`config.mk`:
```
export PLATFORM = sky130hd
export DESIGN_NAME = prog_clock_div
export DESIGN_NICKNAME = d
export VERILOG_FILES = /design/src/rtl/prog_clock_div_pkg.sv /design/src/rtl/div_channel.sv /design/src/rtl/prog_clock_div.sv
export SDC_FILE = /design/constraint.sdc
export NUM_CORES = 1
export LEC_CHECK = 0
export ABC_AREA = 1
export BUFFER_PORTS_ARGS = -buffer_cell sky130_fd_sc_hd__buf_2
export CORE_ASPECT_RATIO = 0.75
export CORE_MARGIN = 2
export CORE_UTILIZATION = 41
export DETAILED_ROUTE_END_ITERATION = 7
export GPL_TIMING_DRIVEN = 0
export PLACE_DENSITY_LB_ADDON = 0.1
export RECOVER_POWER = 100
export SYNTH_ARGS = -nofsm -noshare
export SYNTH_HDL_FRONTEND = slang
export SYNTH_SLANG_ARGS = --single-unit
```
`constraint.sdc`:
```
create_clock -name i_clkin -period 4.67 [get_ports i_clkin]
set_input_delay 0.467 -clock i_clkin [delete_from_list [all_inputs] [get_ports i_clkin]]
set_output_delay 0.467 -clock i_clkin [all_outputs]
set_load 0.03 [all_outputs]
```
`src/rtl/prog_clock_div_pkg.sv`:
```
// Shared definitions for the programmable clock divider: default geometry,
// reset divisor, load-index width and the per-channel action encoding.
package prog_clock_div_pkg;

  localparam int unsigned CH_DEF          = 4;
  localparam int unsigned W_DEF           = 16;
  localparam int unsigned DEFAULT_DIV_DEF = 50000;
  localparam int unsigned LOAD_CH_W       = 3;

  typedef enum logic [2:0] {
    ACT_HOLD  = 3'd0,
    ACT_COUNT = 3'd1,
    ACT_WRAP  = 3'd2,
    ACT_LOAD  = 3'd3,
    ACT_SYNC  = 3'd4
  } chan_act_e;

endpackage

```
`src/rtl/div_channel.sv`:
```
// One divider channel: divisor, counter, divided clock and terminal-count tick,
// all clocked by the single input clock.
module div_channel
  import prog_clock_div_pkg::*;
#(
  parameter int unsigned W       = W_DEF,
  parameter int unsigned RST_DIV = DEFAULT_DIV_DEF
) (
  input  logic         i_clk,
  input  logic         i_rst,
  input  logic         i_en,
  input  logic         i_load,
  input  logic [W-1:0] i_load_val,
  input  logic         i_sync,
  output logic         o_clkout,
  output logic         o_tick
);

  logic [W-1:0] r_div;
  logic [W-1:0] r_cnt;
  logic         r_clkout;
  logic         r_tick;

  chan_act_e    w_act;
  logic [W-1:0] w_div_nxt;
  logic [W-1:0] w_cnt_nxt;
  logic         w_clkout_nxt;
  logic         w_tick_nxt;

  // SYNC dominates LOAD for CNT/CLKOUT, but a coincident LOAD still writes DIV.
  always_comb begin
    w_act = ACT_HOLD;
    if (i_sync) begin
      w_act = ACT_SYNC;
    end else if (i_load) begin
      w_act = ACT_LOAD;
    end else if (i_en && (r_div != {W{1'b0}})) begin
      w_act = (r_cnt >= (r_div - 1'b1)) ? ACT_WRAP : ACT_COUNT;
    end else begin
      w_act = ACT_HOLD;
    end
  end

  always_comb begin
    w_div_nxt    = i_load ? i_load_val : r_div;
    w_cnt_nxt    = r_cnt;
    w_clkout_nxt = r_clkout;
    w_tick_nxt   = 1'b0;
    case (w_act)
      ACT_SYNC: begin
        w_cnt_nxt    = {W{1'b0}};
        w_clkout_nxt = 1'b0;
      end
      ACT_LOAD:  w_cnt_nxt = {W{1'b0}};
      ACT_COUNT: w_cnt_nxt = r_cnt + 1'b1;
      ACT_WRAP: begin
        w_cnt_nxt    = {W{1'b0}};
        w_tick_nxt   = 1'b1;
        w_clkout_nxt = ~r_clkout;
      end
      ACT_HOLD:  w_cnt_nxt = r_cnt;
      default:   w_cnt_nxt = r_cnt;
    endcase
  end

  always_ff @(posedge i_clk or posedge i_rst) begin
    if (i_rst) begin
      r_div    <= W'(RST_DIV);
      r_cnt    <= {W{1'b0}};
      r_clkout <= 1'b0;
      r_tick   <= 1'b0;
    end else begin
      r_div    <= w_div_nxt;
      r_cnt    <= w_cnt_nxt;
      r_clkout <= w_clkout_nxt;
      r_tick   <= w_tick_nxt;
    end
  end

  assign o_clkout = r_clkout;
  assign o_tick   = r_tick;

endmodule

```
`src/rtl/prog_clock_div.sv`:
```
// Multi-channel programmable clock divider: decodes the shared LOAD bus and
// fans SYNC out to CH independent div_channel instances.
module prog_clock_div
  import prog_clock_div_pkg::*;
#(
  parameter int unsigned CH          = CH_DEF,
  parameter int unsigned W           = W_DEF,
  parameter int unsigned DEFAULT_DIV = DEFAULT_DIV_DEF
) (
  input  logic                 i_clkin,
  input  logic                 i_rst,
  input  logic [CH-1:0]        i_en,
  input  logic                 i_load,
  input  logic [LOAD_CH_W-1:0] i_load_ch,
  input  logic [W-1:0]         i_load_val,
  input  logic                 i_sync,
  output logic [CH-1:0]        o_clkout,
  output logic [CH-1:0]        o_tick
);

  logic [CH-1:0] w_load_hit;

  // An out-of-range LOAD_CH matches no channel and is dropped.
  for (genvar gi = 0; gi < CH; gi++) begin : g_chan
    assign w_load_hit[gi] = i_load && (i_load_ch == LOAD_CH_W'(gi));

    div_channel #(
      .W       (W),
      .RST_DIV (DEFAULT_DIV)
    ) u_chan (
      .i_clk      (i_clkin),
      .i_rst      (i_rst),
      .i_en       (i_en[gi]),
      .i_load     (w_load_hit[gi]),
      .i_load_val (i_load_val),
      .i_sync     (i_sync),
      .o_clkout   (o_clkout[gi]),
      .o_tick     (o_tick[gi])
    );
  end

endmodule
```
# Yosys cells after proc, flatten, opt, wreduce, memory -nomap -nowiden
# Cells that the tools add are included.
# totals
reg_bits	136
output_inout_bits	8
# op_classes
reduce_logical	25
order_cmp	4
n_eq_ne	19
mux	28
add_sub_neg	8
bitwise_logic	4
# op_table
op	count
16-bit one-hot mux with 2 select lines	4
16-bit by 1-bit adder with 16-bit output (second input constant)	4
16-bit greater-or-equal comparator	4
16-bit nonzero test	4
16-bit by 1-bit subtractor with 16-bit output (second input constant)	4
3-bit two-way mux	12
3-bit by 2-bit == test with 1-bit output (second input constant)	10
2-bit nonzero test	8
3-bit by 1-bit == test with 1-bit output (second input constant)	5
3-bit == test (second input constant)	4
3-bit OR reduction	4
1-bit logical AND	8
2-bit two-way mux	4
1-bit one-hot mux with 2 select lines	4
1-bit two-way mux	4
1-bit NOT	4
3-bit logical NOT	1

# Logic depth before layout (Yosys ltp)
# Gate-level depths: netlist (run 1).
# logic_depth
ltp_word	9
ltp_mapped	21
ltp_nobuf	20

# Cells and area by module
# From an unflattened synthesis (run 1), not the netlist that was laid out.
# hier_totals
hier_cells	1343
area_unflattened_um2	9758.1
# modules_own_cells
mod	cells_each	seq_area_each_um2	area_each_um2	n_inst
div_channel (g_chan[0].u_chan ...)	340	858.3	2433.6	2
div_channel (g_chan[1].u_chan)	333	858.3	2431.1	1
div_channel (g_chan[3].u_chan)	318	858.3	2412.3	1
prog_clock_div	12	0.0	47.5	1

# Worst setup path after synthesis (run 1)
# No wires, ideal clock.
# synth_timing
kind	register to register
startpoint	register g_chan[1].u_chan.r_div[0]
endpoint	register g_chan[1].u_chan.r_cnt[11]
path_stages_with_launch	17
path_buffers	1
period_less_slack_ns	2.651
t_arrival_ns	2.529
setup_slack_ns	2.019
cell_sequence	dfrtp_1 -> inv_1 -> ha_1 -> nand2_1 -> nor3_1 -> nand4_1 -> xnor2_1 -> inv_1 -> ha_1 -> nand2_1 -> nor4_1 -> nand2_1 -> nand2_1 -> nand2_1 -> nand2_1 -> buf_2 -> nor2_1
# synth_via
elab_chain_cells	9
word_cells_on_any_way	15
cone_classes	1 x add/sub; 1 x order compare; 4 x eq/ne; 5 x mux; 4 x reduce/logical
# synth_lines
item	line	source
start: declaration	div_channel.sv:19	logic [W-1:0] r_div;
start signal: assignment	div_channel.sv:68	r_div <= W'(RST_DIV);
start signal: assignment	div_channel.sv:73	r_div <= w_div_nxt;
16-bit by 1-bit subtractor with 16-bit output	div_channel.sv:38	w_act = (r_cnt >= (r_div - 1'b1)) ? ACT_WRAP : ACT_COUNT;
16-bit greater-or-equal comparator	div_channel.sv:38	
2-bit two-way mux	div_channel.sv:38	
3-bit two-way mux *	div_channel.sv:37	end else if (i_en && (r_div != {W{1'b0}})) begin
3-bit two-way mux *	div_channel.sv:35	end else if (i_load) begin
3-bit two-way mux *	div_channel.sv:33	if (i_sync) begin
3-bit == test or 3-bit by 2-bit == test with 1-bit output (tied branches)	div_channel.sv:49	case (w_act)
3-bit OR reduction (no source line)	--	
16-bit one-hot mux with 2 select lines or 2-bit nonzero test (tied branches)	--	
end signal: assignment	div_channel.sv:69	r_cnt <= {W{1'b0}};
end signal: assignment	div_channel.sv:74	r_cnt <= w_cnt_nxt;
end: declaration	div_channel.sv:20	logic [W-1:0] r_cnt;
# Mark *: on every way between the ends. The rest lies on a longest branch, timed or not.
# A chain may end at the register's enable or synchronous reset.

# Worst setup path after layout (run 1)
# layout_timing
startpoint	register g_chan[2].u_chan.r_div[2]
endpoint	register g_chan[2].u_chan.r_cnt[4]
# layout_via
elab_chain_cells	9
word_cells_on_any_way	15
cone_classes	1 x add/sub; 1 x order compare; 4 x eq/ne; 5 x mux; 4 x reduce/logical
# layout_lines
item	line
start: declaration	div_channel.sv:19
start signal: assignment	div_channel.sv:68
start signal: assignment	div_channel.sv:73
16-bit by 1-bit subtractor with 16-bit output	div_channel.sv:38
16-bit greater-or-equal comparator	div_channel.sv:38
2-bit two-way mux	div_channel.sv:38
3-bit two-way mux *	div_channel.sv:37
3-bit two-way mux *	div_channel.sv:35
3-bit two-way mux *	div_channel.sv:33
3-bit == test or 3-bit by 2-bit == test with 1-bit output (tied branches)	div_channel.sv:49
3-bit OR reduction (no source line)	--
16-bit one-hot mux with 2 select lines or 2-bit nonzero test (tied branches)	--
end signal: assignment	div_channel.sv:69
end signal: assignment	div_channel.sv:74
end: declaration	div_channel.sv:20
# Marked as above.

==> results.json, run 1 <==
{
  "antennaDiodeCount": 0,
  "drive_gt1_frac": 0.0804,
  "post_cts_buffers": 0,
  "muxShareOfSynthArea": 0,
  "hold_ws_ns": 0.277,
  "utilization": 0.472,
  "p_clk_frac": 0.381,
  "rsz0062_at_grt": "no",
  "drcViolationCount": 0,
  "maxCapViolCount": 1,
  "num-nets-final": 1442,
  "combPwrFrac": 0.220,
  "arrival_ns": 3.81,
  "cts_tree": "done",
  "cp_max_fo": 10,
  "cts.reportedPaths.clkPinSlew_ns": 0.07,
  "clock_latency_ns": 0.44,
  "whs_path_depth": 3,
  "ys.flop_type": "dfrtp_1",
  "internal-power_mw": 2.43,
  "fmax_mhz": 285,
  "async_flop_share": 1.00,
  "yosysTopAreaCell": "dfrtp_1",
  "power_mw": 3.62,
  "antenna_found_initial": 0,
  "start_util": 0.422,
  "holdBufCountCts": 0,
  "syn_area_per_cell_um2": 7.30,
  "dieWidth_um": 179,
  "dp_slack_ns": 1.42,
  "setup_violations": 0,
  "synth-seq-cells": 136,
  "cts_max_level": 4,
  "leakage_nw": 5.45,
  "synth_most_common_cell": "nand2_1",
  "reg2reg_from": "g_chan[2].u_chan.r_div[2]",
  "power_switching_share": 0.328,
  "slew_viol_final": 43,
  "pin_count": 35,
  "syn2layout_area_growth_pct": 11.8,
  "synth_xor_area_frac": 0.0819,
  "synth_top_family_by_area": "simple AND/OR/NAND/NOR gates",
  "startpoint": "g_chan[2].u_chan.r_div[2]",
  "hold_viol": 0,
  "synthTopCellsByArea": "dfrtp_1 30%, nand2_1 14%, ha_1 9.6%",
  "num_vias": 8031,
  "synth-compound-area-share": 0.0675,
  "hold_path.class": "input pin to register",
  "grt_pass1_vias": 7369,
  "final.min_clock_period_ns": 3.51,
  "crit_path_end": "g_chan[2].u_chan.r_cnt[4]",
  "critPathCaptureType": "register",
  "coreArea_um2": 22300,
  "synthAdderAreaFrac": 0.0957,
  "synth_common_cells": "340 x nand2_1, 184 x inv_1, 142 x nor2_1",
  "worst_pin_slew_ns": 2.07,
  "dpl-instance-area_um2": 9990,
  "synth-simple-area-share": 0.296,
  "grt_max_degree": 95,
  "syn-cell-area_um2": 9420,
  "synth_edf_count": 0,
  "worst_setup_path_start_kind": "register",
  "max-clock-path-buffers": 2,
  "postCtsResizedCells": 0,
  "totalWireLength_mm": 23.3,
  "violations": "capacitance limit, slew limit",
  "ff2ff_path_depth": 21,
  "dp_hpwl_mm": 17.7,
  "synth_top_area_frac": 0.298,
  "period_share": 0.751,
  "numCtsBuffers": 17,
  "reg2reg_slack_ns": 1.16,
  "drt_first_pass_iters": 5,
  "final_cell_area_um2": 10500,
  "p_per_area_nw_per_um2": 344,
  "finClkSkew_ns": 0.0118,
  "track_usage": 0.204,
  "grt_pass1_wl_mm": 38.5,
  "reg2reg_to": "g_chan[2].u_chan.r_cnt[4]",
  "slew_headroom": -0.388,
  "ant_nets": 0,
  "power_frac_seq": 0.399,
  "grt_overflow": 0,
  "p_switching_mw": 1.19,
  "yosys.cell_types.count": 35,
  "worstSetupPathType": "register to register",
  "setup_slack_ns": 1.16,
  "syn_inst": 1289,
  "outcome": "finished with violations",
  "crit_required_ns": 4.98,
  "wl_per_cell_um": 14.1,
  "root_buffer": "clkbuf_16",
  "synth_fp_nets": 1388,
  "dieArea_um2": 24200,
  "drtIter0Drc": 462,
  "synth_seq_area_share": 0.365,
  "yosys_warnings": 0,
  "port_buffers": 34,
  "gp_congestion": 0.837,
  "clock_sinks": 136,
  "ir_drop_mv": 0.272,
  "die_h_um": 135,
  "via_per_inst": 4.87,
  "rows": 47
}
[power groups by stage]
stage	registers [mW]	clock network [mW]	logic [mW]
final	1.44	1.38	0.797
after global routing	1.46	1.46	0.945
after CTS	1.44	1.41	0.812
after detailed placement	1.46	0	0.804
after global placement	1.46	0	0.785
after floorplan	1.43	0	0.626
[through the flow]
step                      setup TNS (ns)  instances
after floorplan                        0       1289
after CTS                              0       1650
after detailed placement               0       1618
after global routing                   0       1650
final                                  0       1650
after global placement           -157.58       1617
[area by class of cell]
class                      count  area (µm²)
sequential                   136        3430
tap                          294         368
multi-input combinational    933        5070
inverter                     188         707
fill                        2283       11800
timing repair buffer          35         186
clock inverter                12         140
buffer                        32         176
clock buffer                  20         447
[critical path, stage by stage, from the launching register on]
cell      delay (ns)
dfrtp_1         0.41
inv_1           0.08
nand2_1         0.05
nor2_1          0.17
nand3_1         0.15
nor2_1          0.24
nand2_1         0.14
nor2_1          0.17
nand2_1         0.09
xor2_1          0.13
inv_1           0.06
ha_1            0.29
nand2_1         0.06
inv_1           0.06
nand3_1         0.11
nor2_1          0.19
nand2b_1        0.09
nand3_1         0.16
nand2_1         0.12
nand2_1         0.11
clkbuf_1        0.41
nor2_1          0.10
[per-layer routing]
layer	up-vias	share of wire	track usage	wire length (µm)
li1	4217	-	-	-
met5	-	0	0	0
met4	0	0.0090	0.0488	209
met1	3681	0.55	0.322	12800
met2	118	0.40	0.281	9260
met3	15	0.044	0.0393	1030
[cell usage in the layout (no fill, tap or decap), types with 8 or more instances in the layout]
cell / count
nand4_1: 46
buf_4: 10
dfrtp_1: 112
inv_1: 183
ha_1: 72
xor2_1: 63
nor3_1: 19
o21ai_0: 80
clkbuf_1: 28
a21oi_1: 29
nor4_1: 8
dfstp_2: 24
nand2_1: 341
xnor2_1: 25
nor2_1: 145
clkbuf_16: 17
buf_2: 28
nand3_1: 76
[sequential cells by signal, indices dropped and copies added (netlist names)]
| signal | count |
|---|---|
| g_chan.u_chan.o_clkout | 4 |
| g_chan.u_chan.r_div | 64 |
| g_chan.u_chan.r_cnt | 64 |
| g_chan.u_chan.o_tick | 4 |
[kinds of logic after synthesis]
kind of cell / count (synthesis)
simple gates: 652
buf+inv: 220
flops: 136
compound gates: 121
xor+xnor: 88
fa+ha+maj: 72
[worst min-delay path by stage]
| stage | to | from | slack, ns |
|---|---|---|---|
| 3_3_place_gp | g_chan[0].u_chan.r_div[0] | g_chan[0].u_chan.r_div[0] | 0.47 |
| 2_1_floorplan | g_chan[0].u_chan.r_div[0] | g_chan[0].u_chan.r_div[0] | 0.45 |
| 3_5_place_dp | g_chan[0].u_chan.r_div[0] | g_chan[0].u_chan.r_div[0] | 0.48 |
| 4_1_cts | g_chan[2].u_chan.r_cnt[10] | i_rst | 0.05 |
| 5_1_grt | g_chan[1].u_chan.r_div[12] | i_load_val[12] | 0.29 |
| 6_report | g_chan[1].u_chan.r_div[12] | i_load_val[12] | 0.28 |
Note: power is estimated with default switching activity, not from simulation.
==> run 2, diff against run 1 <==
Settings changed: ABC_AREA 1 to 0.
Clock period 4.67 ns to 3.15 ns, I/O delays scaled along.
==> run 2 against run 1 <==
Net effect:
- maximum frequency grew 3.3%
- sequential cell count unchanged
- hold slack lost 0.064 ns
- via count shrank 11%
- critical path depth decreased by 9
- highest routed layer unchanged
- sequential share of layout area shrank 1.7 points
- critical endpoint is now g_chan[2].u_chan.o_clkout
- power grew 59%
- the run ends with setup timing left
- largest power group unchanged
- core utilization up 5.7 points
==> results.json, run 2 <==
{
  "grt_overflow": 0,
  "grt_max_degree": 41,
  "pin_count": 35,
  "totalWireLength_mm": 22.7,
  "hold_viol": 0,
  "port_buffers": 34,
  "num-nets-final": 1113,
  "cp_slowest_stage_delay_ns": 0.49,
  "track_usage": 0.209,
  "root_buffer": "clkbuf_16",
  "worst_setup_path_start_kind": "register",
  "dpl-instance-area_um2": 9540,
  "grt_pass1_wl_mm": 37.3,
  "synth_top_area_frac": 0.321,
  "crit_buf_inv": 1,
  "gp_congestion": 0.798,
  "setup_slack_ns": -0.244,
  "ff2ff_path_depth": 12,
  "clock_sinks": 136,
  "dieWidth_um": 173,
  "synthTopCellsByArea": "dfrtp_1 32%, ha_1 10%, mux2_2 7.6%",
  "num_vias": 7179,
  "die_h_um": 130,
  "place_inst": 1233,
  "final.min_clock_period_ns": 3.39,
  "fmax_mhz": 295,
  "cts_tree": "done",
  "fillers": 1909,
  "whs_path_depth": 3,
  "violations": "setup timing",
  "crit_top_cell": "or4_4",
  "mostFrequentLayoutCells": "107 x dfrtp_1, 77 x nand2_1, 70 x nor2_1, 70 x ha_1, 58 x mux2_2",
  "dieArea_um2": 22500,
  "layout_commonest_cell": "dfrtp_1",
  "synth_most_common_cell": "dfrtp_1",
  "final_cell_area_um2": 11100,
  "hold_ws_ns": 0.213,
  "coreArea_um2": 21000,
  "leakage_nw": 4.66,
  "worst_pin_slew_ns": 1.20,
  "outcome": "finished with violations",
  "synth_common_cells": "112 x dfrtp_1, 79 x nand2_1, 78 x nor2_1",
  "rsz0062_at_grt": "yes",
  "ys.flop_type": "dfrtp_1",
  "start_util": 0.416,
  "ant_nets": 0,
  "crit_required_ns": 3.50,
  "grt_pass1_vias": 6978,
  "crit_family": "simple AND/OR/NAND/NOR gates",
  "ir_drop_mv": 0.362,
  "syn2layout_area_growth_pct": 27.2,
  "async_flop_share": 1.00,
  "yosysTopAreaCell": "dfrtp_1",
  "clock_latency_ns": 0.43,
  "finClkSkew_ns": 0.0123,
  "via_per_inst": 5.46,
  "yosys_warnings": 0,
  "drt_first_pass_iters": 5,
  "reg.largest.list": "g_chan.u_chan.r_cnt x64, g_chan.u_chan.r_div x64",
  "synth-seq-cells": 136,
  "dp_hpwl_mm": 15.6,
  "p_per_area_nw_per_um2": 518,
  "holdPathEnd": "g_chan[1].u_chan.r_div[1]",
  "drtIter0Drc": 455,
  "maxCapViolCount": 0,
  "multi_input_area_um2": 5710,
  "syn_inst": 908,
  "cp_max_fo": 4,
  "period_share": 1.08,
  "drive_gt1_frac": 0.331,
  "dp_slack_ns": -0.696,
  "worstSetupPathType": "register to register",
  "critPathCaptureType": "register",
  "syn_area_per_cell_um2": 9.62,
  "seqCellArea_um2": 3440,
  "syn-cell-area_um2": 8740,
  "yosys.cell_types.count": 62,
  "hold_path.class": "input pin to register",
  "synth_edf_count": 0,
  "slew_viol_final": 0,
  "stdcell_count": 1315,
  "arrival_ns": 3.74,
  "max-clock-path-buffers": 2,
  "rows": 46,
  "wl_per_cell_um": 17.2,
  "synth_fp_nets": 1007,
  "slew_headroom": 0.193,
  "drcViolationCount": 0,
  "min-delay-start": "i_load_val[1]",
  "reg2reg_to": "g_chan[2].u_chan.o_clkout",
  "cp_cell_sequence": "inv_2 > ha_4 > or3b_4 > or4_4 > nand2b_4 > xor2_1 > ha_1 > nand4_1 > o31ai_4 > nor2_4 > or4_4 > a21oi_2",
  "cts_max_level": 4,
  "reg2reg_from": "g_chan[2].u_chan.r_div[0]",
  "antenna_found_initial": 0,
  "numCtsBuffers": 17,
  "antennaDiodeCount": 0,
  "cts.reportedPaths.clkPinSlew_ns": 0.06,
  "setup_violations": 54,
  "reg2reg_slack_ns": -0.24,
  "critPathSlowestCell": "or4_4",
  "synth_seq_area_share": 0.393
}
-- run 2: cell types whose count changed after synthesis, moves of 40 or more --
cell     change
nand2_1    -261
inv_1      -161
nor2_1      -64
mux2_2      +59
xor2_1      -44
o21ai_0     -40
-- run 2: final cells by class --
cell class              instances  share of cell area
well taps                     288              0.0324
clock buffers                  19              0.0399
inverters                      23             0.00788
flip-flops and latches        136               0.310
plain buffers                  31              0.0189
clock inverters                13              0.0181
repair buffers                 90              0.0594
multi-input cells             715               0.514
-- run 2: timing repair --
item	CTS	global route
hold endpoints to repair	26	0
hold buffers	1	0
gates cloned	4	0
setup buffers	33	18
pin swaps	44	40
resized for setup	66	74
endpoints found under the setup margin	67	68
-- run 2: worst min-delay path: cells and delay by family --
family	cells	cell delay [ns]
AOI/OAI and AO/OA	1	0.07
and+or+nand+nor	1	0.06
buffers and inverters	1	0.15
-- run 2: where the power goes --
group	leakage, nW	switching [mW]	internal, mW
clock network	0.309	0.798	1.42
registers	1.73	0.276	1.99
logic	2.63	0.618	0.649
-- run 2: logic make-up (layout without fill, tap and decap cells) --
kind of cell / after synthesis / in the layout / synth area share
adder cells (fa/ha/maj): 72 / 72 / 0.103
multiplexers: 59 / 59 / 0.0760
flip-flops: 136 / 136 / 0.393
buffers and inverters: 58 / 176 / 0.0322
XOR/XNOR: 69 / 69 / 0.0692
AO/OA/AOI/OAI: 159 / 159 / 0.120
AND/OR/NAND/NOR: 355 / 356 / 0.206
-- run 2: how the worst max path moves through the flow --
stage	start	endpoint	slack, ns	cells past startpoint
6_report	g_chan[2].u_chan.r_div[0]	g_chan[2].u_chan.o_clkout	-0.24	12
3_3_place_gp	g_chan[0].u_chan.r_div[5]	g_chan[0].u_chan.r_cnt[15]	-0.68	13
2_1_floorplan	g_chan[0].u_chan.r_div[5]	g_chan[0].u_chan.r_cnt[8]	-0.15	15
4_1_cts	g_chan[0].u_chan.r_div[2]	g_chan[0].u_chan.r_cnt[8]	-0.22	15
5_1_grt	g_chan[0].u_chan.r_div[3]	g_chan[0].u_chan.r_cnt[11]	-0.45	15
3_5_place_dp	g_chan[0].u_chan.r_div[5]	g_chan[0].u_chan.r_cnt[14]	-0.70	13
-- run 2: metrics by stage --
stage	TNS, ns	power, mW	util
after global placement	-25.08	3.28	0.451
final	-6.45	5.75	0.529
after global routing	-28.43	6.08	0.529
after floorplan	-0.628	3.01	-
after detailed placement	-25.86	3.31	0.454
after CTS	-3.67	5.70	0.511
-- run 2: layer usage --
metal  up-vias  part of all wire  track usage
met1      3508              0.51        0.307
met3        16             0.034       0.0356
met5         -                 0            0
met4         0            0.0087       0.0633
li1       3524                 -            -
met2       131              0.44        0.318
